**src/rtl/pipelined_shift_unit_if.sv**
```systemverilog
// Valid/ready stream bundle for the pipelined shift unit: operand side (in_*)
// and result side (out_*). The unit itself connects through the slave modport.
interface pipelined_shift_unit_if #(
    parameter int WIDTH = 32
);
    localparam int SHW = $clog2(WIDTH);

    logic             in_valid;
    logic             in_ready;
    logic [WIDTH-1:0] in_data;
    logic [SHW-1:0]   in_amt;
    logic [1:0]       in_mode;
    logic             in_fill;

    logic             out_valid;
    logic             out_ready;
    logic [WIDTH-1:0] out_data;
    logic             out_bit;
    logic [1:0]       out_mode;

    modport master (
        output in_valid, in_data, in_amt, in_mode, in_fill, out_ready,
        input  in_ready, out_valid, out_data, out_bit, out_mode
    );

    modport slave (
        input  in_valid, in_data, in_amt, in_mode, in_fill, out_ready,
        output in_ready, out_valid, out_data, out_bit, out_mode
    );
endinterface

```
**src/rtl/pipelined_shift_unit.sv**
```systemverilog
// Two-stage shift/rotate unit (SLL/SRL/SRA/ROL) with selectable fill and a
// shifted-out bit for link/carry. Operands register in s1, results in s2.
module pipelined_shift_unit #(
    parameter int WIDTH = 32
) (
    input  logic                 clk,
    input  logic                 rst_n,
    pipelined_shift_unit_if.slave bus
);
    localparam int SHW = $clog2(WIDTH);
    localparam int ZW  = 2 * WIDTH + 1;

    localparam logic [1:0] MODE_SLL = 2'b00;
    localparam logic [1:0] MODE_SRL = 2'b01;
    localparam logic [1:0] MODE_SRA = 2'b10;
    localparam logic [1:0] MODE_ROL = 2'b11;

    logic             s1_valid_q, s1_valid_d;
    logic [WIDTH-1:0] s1_data_q,  s1_data_d;
    logic [SHW-1:0]   s1_amt_q,   s1_amt_d;
    logic [1:0]       s1_mode_q,  s1_mode_d;
    logic             s1_fill_q,  s1_fill_d;

    logic             s2_valid_q, s2_valid_d;
    logic [WIDTH-1:0] s2_data_q,  s2_data_d;
    logic             s2_bit_q,   s2_bit_d;
    logic [1:0]       s2_mode_q,  s2_mode_d;

    logic adv1, adv2;

    assign adv2        = !s2_valid_q | bus.out_ready;
    assign adv1        = !s1_valid_q | adv2;
    assign bus.in_ready = adv1;

    // Right shifts run through the same left shifter on a bit-reversed operand.
    // The shifter operates on {0, operand, filler}: the top bit collects the
    // last bit pushed out, and for ROL the filler is the operand itself.
    logic             is_right;
    logic             fill_bit;
    logic [WIDTH-1:0] lop;
    logic [WIDTH-1:0] res_l;
    logic [WIDTH-1:0] res_data;
    logic [ZW-1:0]    lvl [SHW+1];

    always_comb begin
        is_right = (s1_mode_q == MODE_SRL) || (s1_mode_q == MODE_SRA);
        fill_bit = (s1_mode_q == MODE_SRA) ? s1_data_q[WIDTH-1] : s1_fill_q;
        for (int i = 0; i < WIDTH; i++)
            lop[i] = is_right ? s1_data_q[WIDTH-1-i] : s1_data_q[i];
        lvl[0] = {1'b0, lop, (s1_mode_q == MODE_ROL) ? lop : {WIDTH{fill_bit}}};
        for (int k = 0; k < SHW; k++)
            lvl[k+1] = s1_amt_q[k] ? (lvl[k] << (1 << k)) : lvl[k];
        res_l = lvl[SHW][2*WIDTH-1:WIDTH];
        for (int i = 0; i < WIDTH; i++)
            res_data[i] = is_right ? res_l[WIDTH-1-i] : res_l[i];
    end

    always_comb begin
        s1_valid_d = s1_valid_q;
        s1_data_d  = s1_data_q;
        s1_amt_d   = s1_amt_q;
        s1_mode_d  = s1_mode_q;
        s1_fill_d  = s1_fill_q;
        s2_valid_d = s2_valid_q;
        s2_data_d  = s2_data_q;
        s2_bit_d   = s2_bit_q;
        s2_mode_d  = s2_mode_q;

        if (adv1) begin
            s1_valid_d = bus.in_valid;
            if (bus.in_valid) begin
                s1_data_d = bus.in_data;
                s1_amt_d  = bus.in_amt;
                s1_mode_d = bus.in_mode;
                s1_fill_d = bus.in_fill;
            end
        end

        if (adv2) begin
            s2_valid_d = s1_valid_q;
            if (s1_valid_q) begin
                s2_data_d = res_data;
                s2_bit_d  = lvl[SHW][ZW-1];
                s2_mode_d = s1_mode_q;
            end
        end
    end

    always_ff @(posedge clk) begin
        if (!rst_n) begin
            s1_valid_q <= 1'b0;
            s1_data_q  <= '0;
            s1_amt_q   <= '0;
            s1_mode_q  <= MODE_SLL;
            s1_fill_q  <= 1'b0;
            s2_valid_q <= 1'b0;
            s2_data_q  <= '0;
            s2_bit_q   <= 1'b0;
            s2_mode_q  <= MODE_SLL;
        end else begin
            s1_valid_q <= s1_valid_d;
            s1_data_q  <= s1_data_d;
            s1_amt_q   <= s1_amt_d;
            s1_mode_q  <= s1_mode_d;
            s1_fill_q  <= s1_fill_d;
            s2_valid_q <= s2_valid_d;
            s2_data_q  <= s2_data_d;
            s2_bit_q   <= s2_bit_d;
            s2_mode_q  <= s2_mode_d;
        end
    end

    assign bus.out_valid = s2_valid_q;
    assign bus.out_data  = s2_data_q;
    assign bus.out_bit   = s2_bit_q;
    assign bus.out_mode  = s2_mode_q;
endmodule

```
**src/flat_wrapper.sv**
```systemverilog
// flat-port wrapper written by rule: the top's interface ports become plain ports
module pipelined_shift_unit_flat 
#(
    parameter int WIDTH = 32
)
  (clk, rst_n, bus_in_valid, bus_in_data, bus_in_amt, bus_in_mode, bus_in_fill, bus_out_ready, bus_in_ready, bus_out_valid, bus_out_data, bus_out_bit, bus_out_mode);
  pipelined_shift_unit_if #(.WIDTH(WIDTH)) bus_i ();
  input  logic clk;
  input  logic rst_n;
  input wire logic [$bits(bus_i.in_valid)-1:0] bus_in_valid;
  input wire logic [$bits(bus_i.in_data)-1:0] bus_in_data;
  input wire logic [$bits(bus_i.in_amt)-1:0] bus_in_amt;
  input wire logic [$bits(bus_i.in_mode)-1:0] bus_in_mode;
  input wire logic [$bits(bus_i.in_fill)-1:0] bus_in_fill;
  input wire logic [$bits(bus_i.out_ready)-1:0] bus_out_ready;
  output wire logic [$bits(bus_i.in_ready)-1:0] bus_in_ready;
  output wire logic [$bits(bus_i.out_valid)-1:0] bus_out_valid;
  output wire logic [$bits(bus_i.out_data)-1:0] bus_out_data;
  output wire logic [$bits(bus_i.out_bit)-1:0] bus_out_bit;
  output wire logic [$bits(bus_i.out_mode)-1:0] bus_out_mode;
  assign bus_i.in_valid = bus_in_valid;
  assign bus_i.in_data = bus_in_data;
  assign bus_i.in_amt = bus_in_amt;
  assign bus_i.in_mode = bus_in_mode;
  assign bus_i.in_fill = bus_in_fill;
  assign bus_i.out_ready = bus_out_ready;
  assign bus_in_ready = bus_i.in_ready;
  assign bus_out_valid = bus_i.out_valid;
  assign bus_out_data = bus_i.out_data;
  assign bus_out_bit = bus_i.out_bit;
  assign bus_out_mode = bus_i.out_mode;
  pipelined_shift_unit #(.WIDTH(WIDTH)) u_core (.clk(clk), .rst_n(rst_n), .bus(bus_i));
endmodule
```
**config.mk**
```make
export PLATFORM = sky130hd
export DESIGN_NAME = pipelined_shift_unit_flat
export DESIGN_NICKNAME = d
export VERILOG_FILES = /design/src/rtl/pipelined_shift_unit_if.sv /design/src/rtl/pipelined_shift_unit.sv /design/src/flat_wrapper.sv
export SDC_FILE = /design/constraint.sdc
export NUM_CORES = 1
export LEC_CHECK = 0
export CORE_MARGIN = 2
export CORE_UTILIZATION = 50
export DETAILED_ROUTE_END_ITERATION = 8
export PLACE_DENSITY = 0.88
export REMOVE_ABC_BUFFERS = 1
export SLEW_MARGIN = 20
export SYNTH_ARGS = -nofsm -noshare
export SYNTH_HDL_FRONTEND = slang
export SYNTH_SLANG_ARGS = --single-unit
```
**constraint.sdc**
```tcl
create_clock -name clk -period 2.6 [get_ports clk]
set_input_delay 0.26 -clock clk [delete_from_list [all_inputs] [get_ports clk]]
set_output_delay 0.26 -clock clk [all_outputs]
set_load 0.02 [all_outputs]
```
After elaboration in Yosys (flattened, before gate mapping)

Cells that the tools add are included.

Register bits after elaboration: 77
Bits in latches: 0
Memory bits (writable): 0
ROM bits: 0
Bits of input ports: 44
Output and inout bits: 37
Word-level logic and storage cells: 90
Memories kept: 0

$add $sub $neg: 0
Multipliers: 0
Divide/modulo/power cells: 0
$lt $le $gt $ge: 0
Eq/ne operators: 3
Shift operators: 0
Mux-type cells: 71
Bitwise logic cells: 2
Reductions and logical operators: 5

Operators with widths:

| cell               | count |
|---|---|
| $mux 65            | 5 |
| $mux 1             | 65 |
| $mux 32            | 1 |
| $eq 2x2->1 const B | 2 |
| $reduce_and 2->1   | 2 |
| $eq 2x1->1 const B | 1 |
| $logic_not 1->1    | 2 |
| $or 1x1->1         | 2 |
| $logic_or 1x1->1   | 1 |

Longest topological paths before layout

Gate-level depths: netlist of the first run.

Word-level depth: 10
Depth in mapped cells: 12
Mapped depth without buffers: 9

Worst setup path before layout of the first run

OpenSTA, ideal clock, no wires.

Path kind: flip-flop to flip-flop
Start: register u_core.s1_mode_q[0]
End: register u_core.s2_data_q[13] (netlist: u_core.bus.out_data[13])
Setup time: 122 ps
Arrival time: 2678 ps
Data required time: 2478 ps
Path slack: -200 ps
Stages on the path, launching flop included: 12
Path buffers: 2
Period minus slack after synthesis: 2800 ps
Cells stage by stage: dfxtp_1 > inv_1 > ha_1 > buf_2 > buf_2 > mux2_2 > mux4_2 > mux2i_1 > nand2_1 > o211ai_1 > a21bo_1 > a221o_1

Longest elaborated chain between the ends: 10
Elaborated cells on any way between the ends: 44
Those cells by class: 3 x eq/ne; 40 x mux; 1 x reduce/logical

RTL lines:

| item                                     | line                                                   | source |
|---|---|---|
| from (decl)                              | pipelined_shift_unit.sv:21                             | `logic [1:0] s1_mode_q, s1_mode_d;` |
| from (signal assigned)                   | pipelined_shift_unit.sv:104                            | `s1_mode_q <= s1_mode_d;` |
| $eq 2x1->1 or $eq 2x2->1 (tied branches) | pipelined_shift_unit.sv:46, pipelined_shift_unit.sv:47 |  |
| $logic_or 1x1->1                         | pipelined_shift_unit.sv:46                             | `is_right = (s1_mode_q == MODE_SRL) \|\| (s1_mode_q == MODE_SRA);` |
| $mux 1                                   | pipelined_shift_unit.sv:49                             | `lop[i] = is_right ? s1_data_q[WIDTH-1-i] : s1_data_q[i];` |
| $mux 32                                  | pipelined_shift_unit.sv:50                             | `lvl[0] = {1'b0, lop, (s1_mode_q == MODE_ROL) ? lop : {WIDTH{fill_bit}}};` |
| $mux 65 (5 in series)                    | pipelined_shift_unit.sv:52                             | `lvl[k+1] = s1_amt_q[k] ? (lvl[k] << (1 << k)) : lvl[k];` |
| $mux 1 (*)                               | pipelined_shift_unit.sv:55                             | `res_data[i] = is_right ? res_l[WIDTH-1-i] : res_l[i];` |
| to (signal assigned)                     | pipelined_shift_unit.sv:107                            | `s2_data_q <= s2_data_d;` |
| to (decl)                                | pipelined_shift_unit.sv:25                             | `logic [WIDTH-1:0] s2_data_q, s2_data_d;` |

Every way passes the cells marked *; elsewhere a longest branch is shown, timed or not.
A chain may end at the register's enable or synchronous reset.

Worst setup path in the final report of the first run

Start: register u_core.s1_mode_q[0]
End: register u_core.s2_data_q[11] (netlist: u_core.bus.out_data[11])

Same word-level chain as after synthesis.

==> results, run 1 <==
- Of the total synthesized cell area, the portion taken by full adders, half adders and majority gates is 0.379%.
- In this run the worst hold path is classified as input pin to register.
- After synthesis, the largest family of logic cells by area is multiplexers.
- In this run the power spent charging and discharging nets is 0.00155 W.
- The largest vdd supply drop is 0.419 mV.
- For the worst setup path, the data arrival time is 3140 ps.
- After floorplanning, the core was sized to cover 13100 µm².
- The via count of the first global-routing pass came to 6650.
- The wire-length estimate of the detail-placed layout is 15300 µm.
- Global routing finished with a remaining overflow of 0.
- The post-synthesis mux area share is 29.7%.
- The first global-routing pass estimated 35500 µm of wire.
- Ranked by total cell area, the synthesized netlist is headed by dfxtp_1 (23%), mux4_2 (13%), nand2_1 (8.6%), mux2_2 (5.6%), mux2i_1 (5.6%).
- Once detail routing completed, the nets flagged for antenna violations numbered 0.
- The routed design could run at a clock period as short as 2890 ps.
- In this design, the critical path's most frequently occurring cell is mux4_2.
- The internal portion of the total power is 0.00307 W.
- Of all flip-flops after synthesis, the portion carrying an async set or reset was 0%.
- Together, buffers and inverters on the worst path number 3.
- After clock tree synthesis, the clock-pin slew on the worst setup and hold paths is 60 ps.
- In this run the mean area of a mapped cell was 8.66 µm².
- The worst pin sits at a relative slew slack of 63.0%.
- In the layout the commonest cells are nand2_1 (146), buf_4 (99), clkdlybuf4s50_1 (80).
- For the worst setup path, the data required time is 2850 ps.
- The final estimated routing congestion in global placement is 0.988.
- The length of the first detailed-routing pass in iterations is 5.
- The maximum operating frequency is 346 MHz.
- The average wire per cell in the routed design is 22.0 µm.
- The stage delay of the slowest cell on the critical path is 580 ps.
- The synthesized-area fraction occupied by ao, oa, aoi and oai cells is 24.7%.
- The slowest library cell on the worst path is mux4_2.
- The leakage dissipation is 3.72 nW.
- The die extent in x is 119 µm.
- The final number of max-transition violations is 0.
- The number of different library cells in the post-synthesis netlist is 64.
- The area growth from synthesis to layout is 42.3%.
- The logic gate share of total power is 38.6%.
- The number of standard cells in the final layout excluding fillers is 1093.
- The utilization of the core after routing is 71.9%.
- Along the worst path, the maximum fanout reaches 4.
- The number of antenna violations at the first check in global routing is 0.
- The run finished, with violations left.
- During placement, the flow inserted port buffers numbering 80.
- The number of enable flip-flop cells after synthesis is 0.
- The depth of the CTS H-tree is 3.
- By startpoint and endpoint, the worst setup path is classified as register to register.
- The tool flagged a number of max-cap violations equal to 0.
- In the routed layout, each cell is associated on average with a via count of 6.68.
- Counting flops and latches in the post-synthesis netlist gives 77.
- The fraction of the mapped netlist area in simple logic gates is 15.8%.
- The synthesized design spends more area on one cell type than any other, namely dfxtp_1.
- The final worst-path cycle share is 111%.
- The critical path starts at u_core.s1_mode_q[0].
- The gate family responsible for the most delay along the worst path is multiplexers.
- The startpoint identified for the worst hold timing path is bus_in_data[24].
- The actual slew at the worst max-slew pin is 539 ps.
- OpenSTA, run right after detailed placement, puts the worst setup slack at -388 ps.
- The number of placed instances with taps included is 1048.
- For this design the ratio of total power to cell area is 491 nW/µm².
- For this configuration, the core starts out at a cell density of 50.5%.
- The critical path startpoint category is a register.
- Clock tree synthesis selected as its root buffer the cell clkbuf_16.
- The xor and xnor area share after synthesis is 0.132%.
- Setup repair after global routing could not meet its margin everywhere.
- The clock drives 77 sinks.
- The total global-route track usage is 31.6%.
- For this design, the CTS-stage hold fixing added 0 buffers.
- In this run switching power makes up 33.5% of total power.
- The clock network fraction of design power is 32.2%.
- The TritonCTS buffer count is 9.
- The share of cells above drive strength 1 is 35.2%.
- The portion of total power attributed to sequential cells is 29.2%.
- The clock latency on the worst-skew pair is 360 ps.
- Measured along the y axis, the die boundary spans 119 µm.
- The number of primary I/O pins is 81.
- During synthesis, Yosys emitted a total of 0 warnings.
- The repair_antennas step left the layout with diodes totalling 0.
- The largest buffer count on any clock path is 2.
- The mapped netlist covers 6610 µm².
- Setup violations remaining at the end of the flow were counted as 33.
- In the synthesized netlist the dominant register cell turns out to be dfxtp_1.
- In the routed design, unresolved DRC markers number 0.
- After routing, the total negative slack on setup checks comes to -7390 ps.
- Sequential cells were found to cover 23.3% of the synthesized design area.
- Traced cell by cell, the critical path runs through inv_2 > ha_4 > buf_12 > buf_6 > mux2_4 > mux4_2 > mux4_2 > nor2_4 > nor2_1 > a221o_1.
- The maximum number of pins on one net before global-route repair is 56.
- The hold violation count in the final report was 0.
- For this block, the via count after detailed routing is 7296.
- The routed design has 24100 µm of wire.
- The clock arrives with 5.96 ps of skew.
- In this run the core area contains 42 standard-cell rows.
- The library cell used most frequently in the layout, excluding fill and tap cells, is nand2_1.
- The floorplan step defined a die boundary enclosing 14200 µm².
- The clock tree from TritonCTS is yes.
- Of the post-synthesis cell area, the dominant cell type holds 23.3%.
- The worst path setup slack after routing is -292 ps.
- The startpoint of the most critical register-to-register path is u_core.s1_mode_q[0].
- The first routing iteration left 990 violations.
- The final reports fail on setup timing.
- After technology mapping, the gate count stands at 763.
- The final-stage net count is 958.
- The worst setup path is captured at a register.
## cells in the mapped netlist (6+ instances only)
master / instances
a211o_1: 7
a211oi_1: 15
a21boi_0: 42
a21oi_1: 35
a221o_1: 13
a22oi_1: 7
a31oi_1: 7
and3_1: 10
buf_2: 16
buf_4: 8
clkbuf_1: 39
dfxtp_1: 77
inv_1: 7
mux2_2: 33
mux2i_1: 37
mux4_1: 10
mux4_2: 39
nand2_1: 151
nand3_1: 8
nor2_1: 49
nor3_1: 8
o211ai_1: 9
o21ai_0: 27
o21ai_1: 6
o22ai_1: 11
o32ai_1: 6
## worst register-to-register path, delay by kind of cell (launching register included)
kind                     cells  cell delay (ps)
multiplexers                 3             1420
flip-flops                   1              330
AO/OA/AOI/OAI                1              260
adder cells (fa/ha/maj)      1              300
AND/OR/NAND/NOR              2              200
buffers and inverters        3              270
## registers in the layout, indices dropped and copies added (netlist names), 2 cells and up
name and flops:
u_core.bus.out_data 32, u_core.s1_data_q 32, u_core.s1_amt_q 5, u_core.bus.out_mode 2
u_core.s1_mode_q 2
## layer usage
metal	global-route usage, %	vias up	share of wire, %
met5	0	-	0
met3	5.41	112	9.1
met4	12.8	0	5.3
li1	-	3175	-
met1	41.7	3498	38
met2	51.3	511	47
## power groups by stage
| stage | Sequential, W | Combinational [W] | Clock (W) |
|---|---|---|---|
| 4_1_cts | 0.00134 | 0.00152 | 0.00148 |
| 2_1_floorplan | 0.00142 | 0.000735 | 0 |
| 5_1_grt | 0.00136 | 0.00187 | 0.00153 |
| 6_report | 0.00135 | 0.00178 | 0.00149 |
| 3_5_place_dp | 0.00136 | 0.00138 | 0 |
| 3_3_place_gp | 0.00136 | 0.00135 | 0 |
## final cells by class
type / count / area, µm²
fillers: 880 / 3680
multi-input cells: 604 / 5240
inverters: 10 / 41.3
flip-flops and latches: 77 / 1550
well taps: 176 / 220
repair buffers: 210 / 2010
clock inverters: 7 / 121
clock buffers: 9 / 225
## worst paths after layout
| path | to | slack [ps] | cells past startpoint |
|---|---|---|---|
| worst max-delay path | u_core.bus.out_data[11] | -290 | 10 |
| worst min-delay path | u_core.s1_data_q[24] | 450 | 3 |
| worst max register to register | u_core.bus.out_data[11] | -290 | 10 |
| worst min register to register | u_core.bus.out_data[6] | 460 | 2 |
## stage by stage
stage                     hold WS [ps]  total power (W)  area [µm²]
final                              449          0.00462        9410
after global routing               471          0.00475        9410
after CTS                          461          0.00433        8840
after detailed placement           455          0.00274        8130
after global placement             438          0.00271        8130
after floorplan                    370          0.00215        6250
## logic make-up (layout without fill, tap and decap cells)
| kind of cell | Yosys count | in the layout |
|---|---|---|
| AO/OA/AOI/OAI | 229 | 229 |
| XOR/XNOR | 1 | 1 |
| adder cells (fa/ha/maj) | 2 | 2 |
| buffers and inverters | 82 | 236 |
| flip-flops | 77 | 77 |
| multiplexers | 124 | 124 |
| AND/OR/NAND/NOR | 248 | 248 |
## timing repair
item / in CTS / in global routing
hold endpoints to repair: 0 / 0
setup buffers: 12 / 15
gates resized for setup: 73 / 100
endpoints found under the setup margin: 33 / 33
pin swaps: 23 / 41
cloned: 0 / 3
(Power assumes the default switching activity.)
==> run 2: changes to the inputs <==
--- a/config.mk
+++ b/config.mk
@@ -5,7 +5,6 @@
 export SDC_FILE = /design/constraint.sdc
 export NUM_CORES = 1
 export LEC_CHECK = 0
-export CORE_MARGIN = 2
 export CORE_UTILIZATION = 50
 export DETAILED_ROUTE_END_ITERATION = 8
 export PLACE_DENSITY = 0.88
==> run 2 against run 1 <==
The run still ends with setup timing left. Wire length decreased by 8.7%. Sequential power about the same. Hold slack got worse by 6.3 ps. Sequential share of layout area increased by 0.67 points. Global-route usage increased by 1.2 points. Power decreased by 8.6%. Sequential cell count unchanged. Cell area decreased by 4.0%. Via count decreased by 3.3%. Register-to-register slack about the same. Combinational power decreased by 8%. Critical endpoint unchanged. Largest power group unchanged.
==> results, run 2 (synthesis gave the netlist of run 1 again) <==
- The flow ran to the end, but the final reports show violations.
- The checks that failed: setup timing.
- The detail route stage leaves a number of antenna-violating nets equal to 0.
- The first routing iteration left 784 violations.
- The capturing point of the worst reg2reg path is u_core.bus.out_data[11].
- The half-perimeter wire length of the detailed placement result is 15700 µm.
- The hold path startpoint is u_core.bus.out_data[6].
- In this run the worst path has a maximum fanout of 7.
- The classification of the worst-slack hold path is register to register.
- The via count is 7055.
- The most utilized layer in the global route result is met2.
- The clock tree from TritonCTS is yes.
- The H-tree was split into 3 levels.
- The area growth from synthesis to layout is 36.6%.
- For this run, the top clock speed supported by timing is 345 MHz.
- The first detailed-routing pass took 8 iterations.
- Global routing consumed, on the met2 layer, 53.2% of the routing resources.
- Counting cells, the worst reg-to-reg path comes to 11.
- The initial core utilization is 51.8%.
- For this design the ratio of total power to cell area is 468 nW/µm².
- The post-route worst hold slack is 443 ps.
- Of the available clock period, the critical path in the final layout requires 111%.
- The net count of the finished layout is 957.
- Max-cap violations in this run came to 0.
- The cell at the root of the clock tree is clkbuf_16.
- In the routed layout, each cell is associated on average with a via count of 6.49.
- The total overflow left after global routing is 0.
- The via count of the first global-routing pass is 6460.
- The hold violation count in the final report was 0.
- The global routing met3 resource utilization is 7.31%.
- The final number of max-transition violations was 0.
- The post-CTS clock slew at the launch and capture registers of the worst setup and hold paths is 60 ps.
- In the routed design, unresolved DRC markers number 0.
- The type of the worst setup path is register to register.
- After floorplanning, the core was sized to cover 12800 µm².
- Measured against its own limit, the worst slew margin works out to 40.0%.
- The height of the die is 117 µm.
- For the final routed database, the setup TNS stands at -7010 ps.
- The total die area is 13700 µm².
- Entering global routing, the biggest net connects 46 pins.
- In this run the count of I/O pins placed on the die edge is 81.
- The total global-route track usage is 32.8%.
- Counting tap cells, the placed design contains a total of 1059 instances.
- Clock latency on the worst-skew pair, taken at its later pin, is 350 ps.
- The reg-to-reg setup timing slack is -290 ps.
- The post-layout minimum cycle time is 2890 ps.
- In the layout the commonest cells are nand2_1 (149), buf_4 (117), clkdlybuf4s50_1 (80).
- The die extent in x is 117 µm.
- The number of I/O port buffers is 80.
- The post-route netlist has 30.8% of its cells at a drive strength greater than 1.
- The global-route wire length before repair is 33800 µm.
- The worst path setup slack after routing is -295 ps.
- After clock tree synthesis, the flow added hold-fix buffers numbering 0.
- Along the worst hold path, the cell count comes to 2.
- The total number of placement rows is 41.
- The critical path startpoint category is a register.
- STA puts the critical path data arrival time at 3130 ps.
- The final-report setup violation count is 33.
- The worst setup path is captured at a register.
- The setup skew after layout is 8.83 ps.
- In the final routed layout, each cell accounts on average for 20.2 µm.
- The number of standard cells in the final layout excluding fillers is 1087.
- The number of antenna violations at the first check in global routing came to 0.
- The startpoint of the most critical register-to-register path is u_core.s1_mode_q[0].
- The hold-critical path endpoint is u_core.bus.out_data[6].
- Across the VDD grid, the largest voltage drop is 0.514 mV.
- The most common cell after layout, fill and taps aside is nand2_1.
- Setup repair after global routing could not meet its margin everywhere.
- The global routing met1 resource utilization is 41.5%.
- The clock passes through at most 2 buffers.
- The required time of the critical path is 2840 ps.
- The leakage dissipation is 3.66 nW.
- 0 antenna diodes ended up in the layout.
- At the end of routability-driven placement, the weighted congestion stood at 0.977.
- The final wirelength is 22000 µm.
- For the pin with the worst max-slew slack, the measured transition is 897 ps.
- TritonCTS created 9 clock buffers.
- The number of clock sinks is 77.
## run 2: cell types whose count changed in the layout (fill, tap and decap cells not counted), sizes merged
cell	before	now
clkbuf	11	12
bufinv	3	1
clkinv	3	4
clkinvlp	1	0
inv	10	9
## run 2: cell type report
cell class                 count  area, µm²
clock buffer                  11        243
fill                         894       3740
multi-input combinational    604       5050
tap                          172        215
timing repair buffer         209       1890
inverter                      10       37.5
clock inverter                 4       48.8
sequential                    77       1550
## run 2: report_power, final
group | switching [W] | total, W | internal [W]
sequential | 0.0000827 | 0.00134 | 0.00125
combinational | 0.000827 | 0.00164 | 0.000814
clock | 0.000486 | 0.00125 | 0.000761
## run 2: stage by stage
step / cell area [µm²] / utilization [%] / setup slack [ps] / power (W)
floorplan: 6250 / - / -1900 / 0.00215
global placement: 8200 / 64.2 / -329 / 0.00274
detailed placement: 8200 / 64.2 / -381 / 0.00276
CTS: 8750 / 68.5 / -240 / 0.00410
global route: 9030 / 70.7 / -399 / 0.00440
finish: 9030 / 70.7 / -295 / 0.00422
## run 2: routing by layer
layer	part of all wire, %	vias to the layer above
li1	-	3179
met1	39	3377
met2	48	427
met3	9.2	72
met4	4.2	0
met5	0	-
## run 2: repair_timing
item,in CTS,in global routing
endpoints found under the hold margin,0,0
pin swaps,10,18
gates cloned,0,1
buffers inserted,11,3
endpoints found under the setup margin,33,33
resized for setup,45,54
## run 2: critical path: stages (launching register included)
cell and delay [ps]:
dfxtp_2 330, inv_2 50, ha_4 320, buf_12 150
buf_12 130, mux2_4 320, mux4_2 510, mux2i_4 220
mux2i_2 140, a21oi_1 190, a21oi_1 90, a221o_1 320
## run 2: how the worst max path moves through the flow
stage / from / end / slack (ps) / depth (start not counted)
after floorplan: u_core.s1_mode_q[0] / u_core.bus.out_data[4] / -1900 / 8
after global placement: u_core.s1_mode_q[0] / u_core.bus.out_data[21] / -330 / 10
after detailed placement: u_core.s1_mode_q[0] / u_core.bus.out_data[21] / -380 / 10
after CTS: u_core.s1_mode_q[0] / u_core.bus.out_data[29] / -240 / 11
after global routing: u_core.s1_mode_q[0] / u_core.bus.out_data[13] / -400 / 11
final: u_core.s1_mode_q[0] / u_core.bus.out_data[11] / -290 / 11
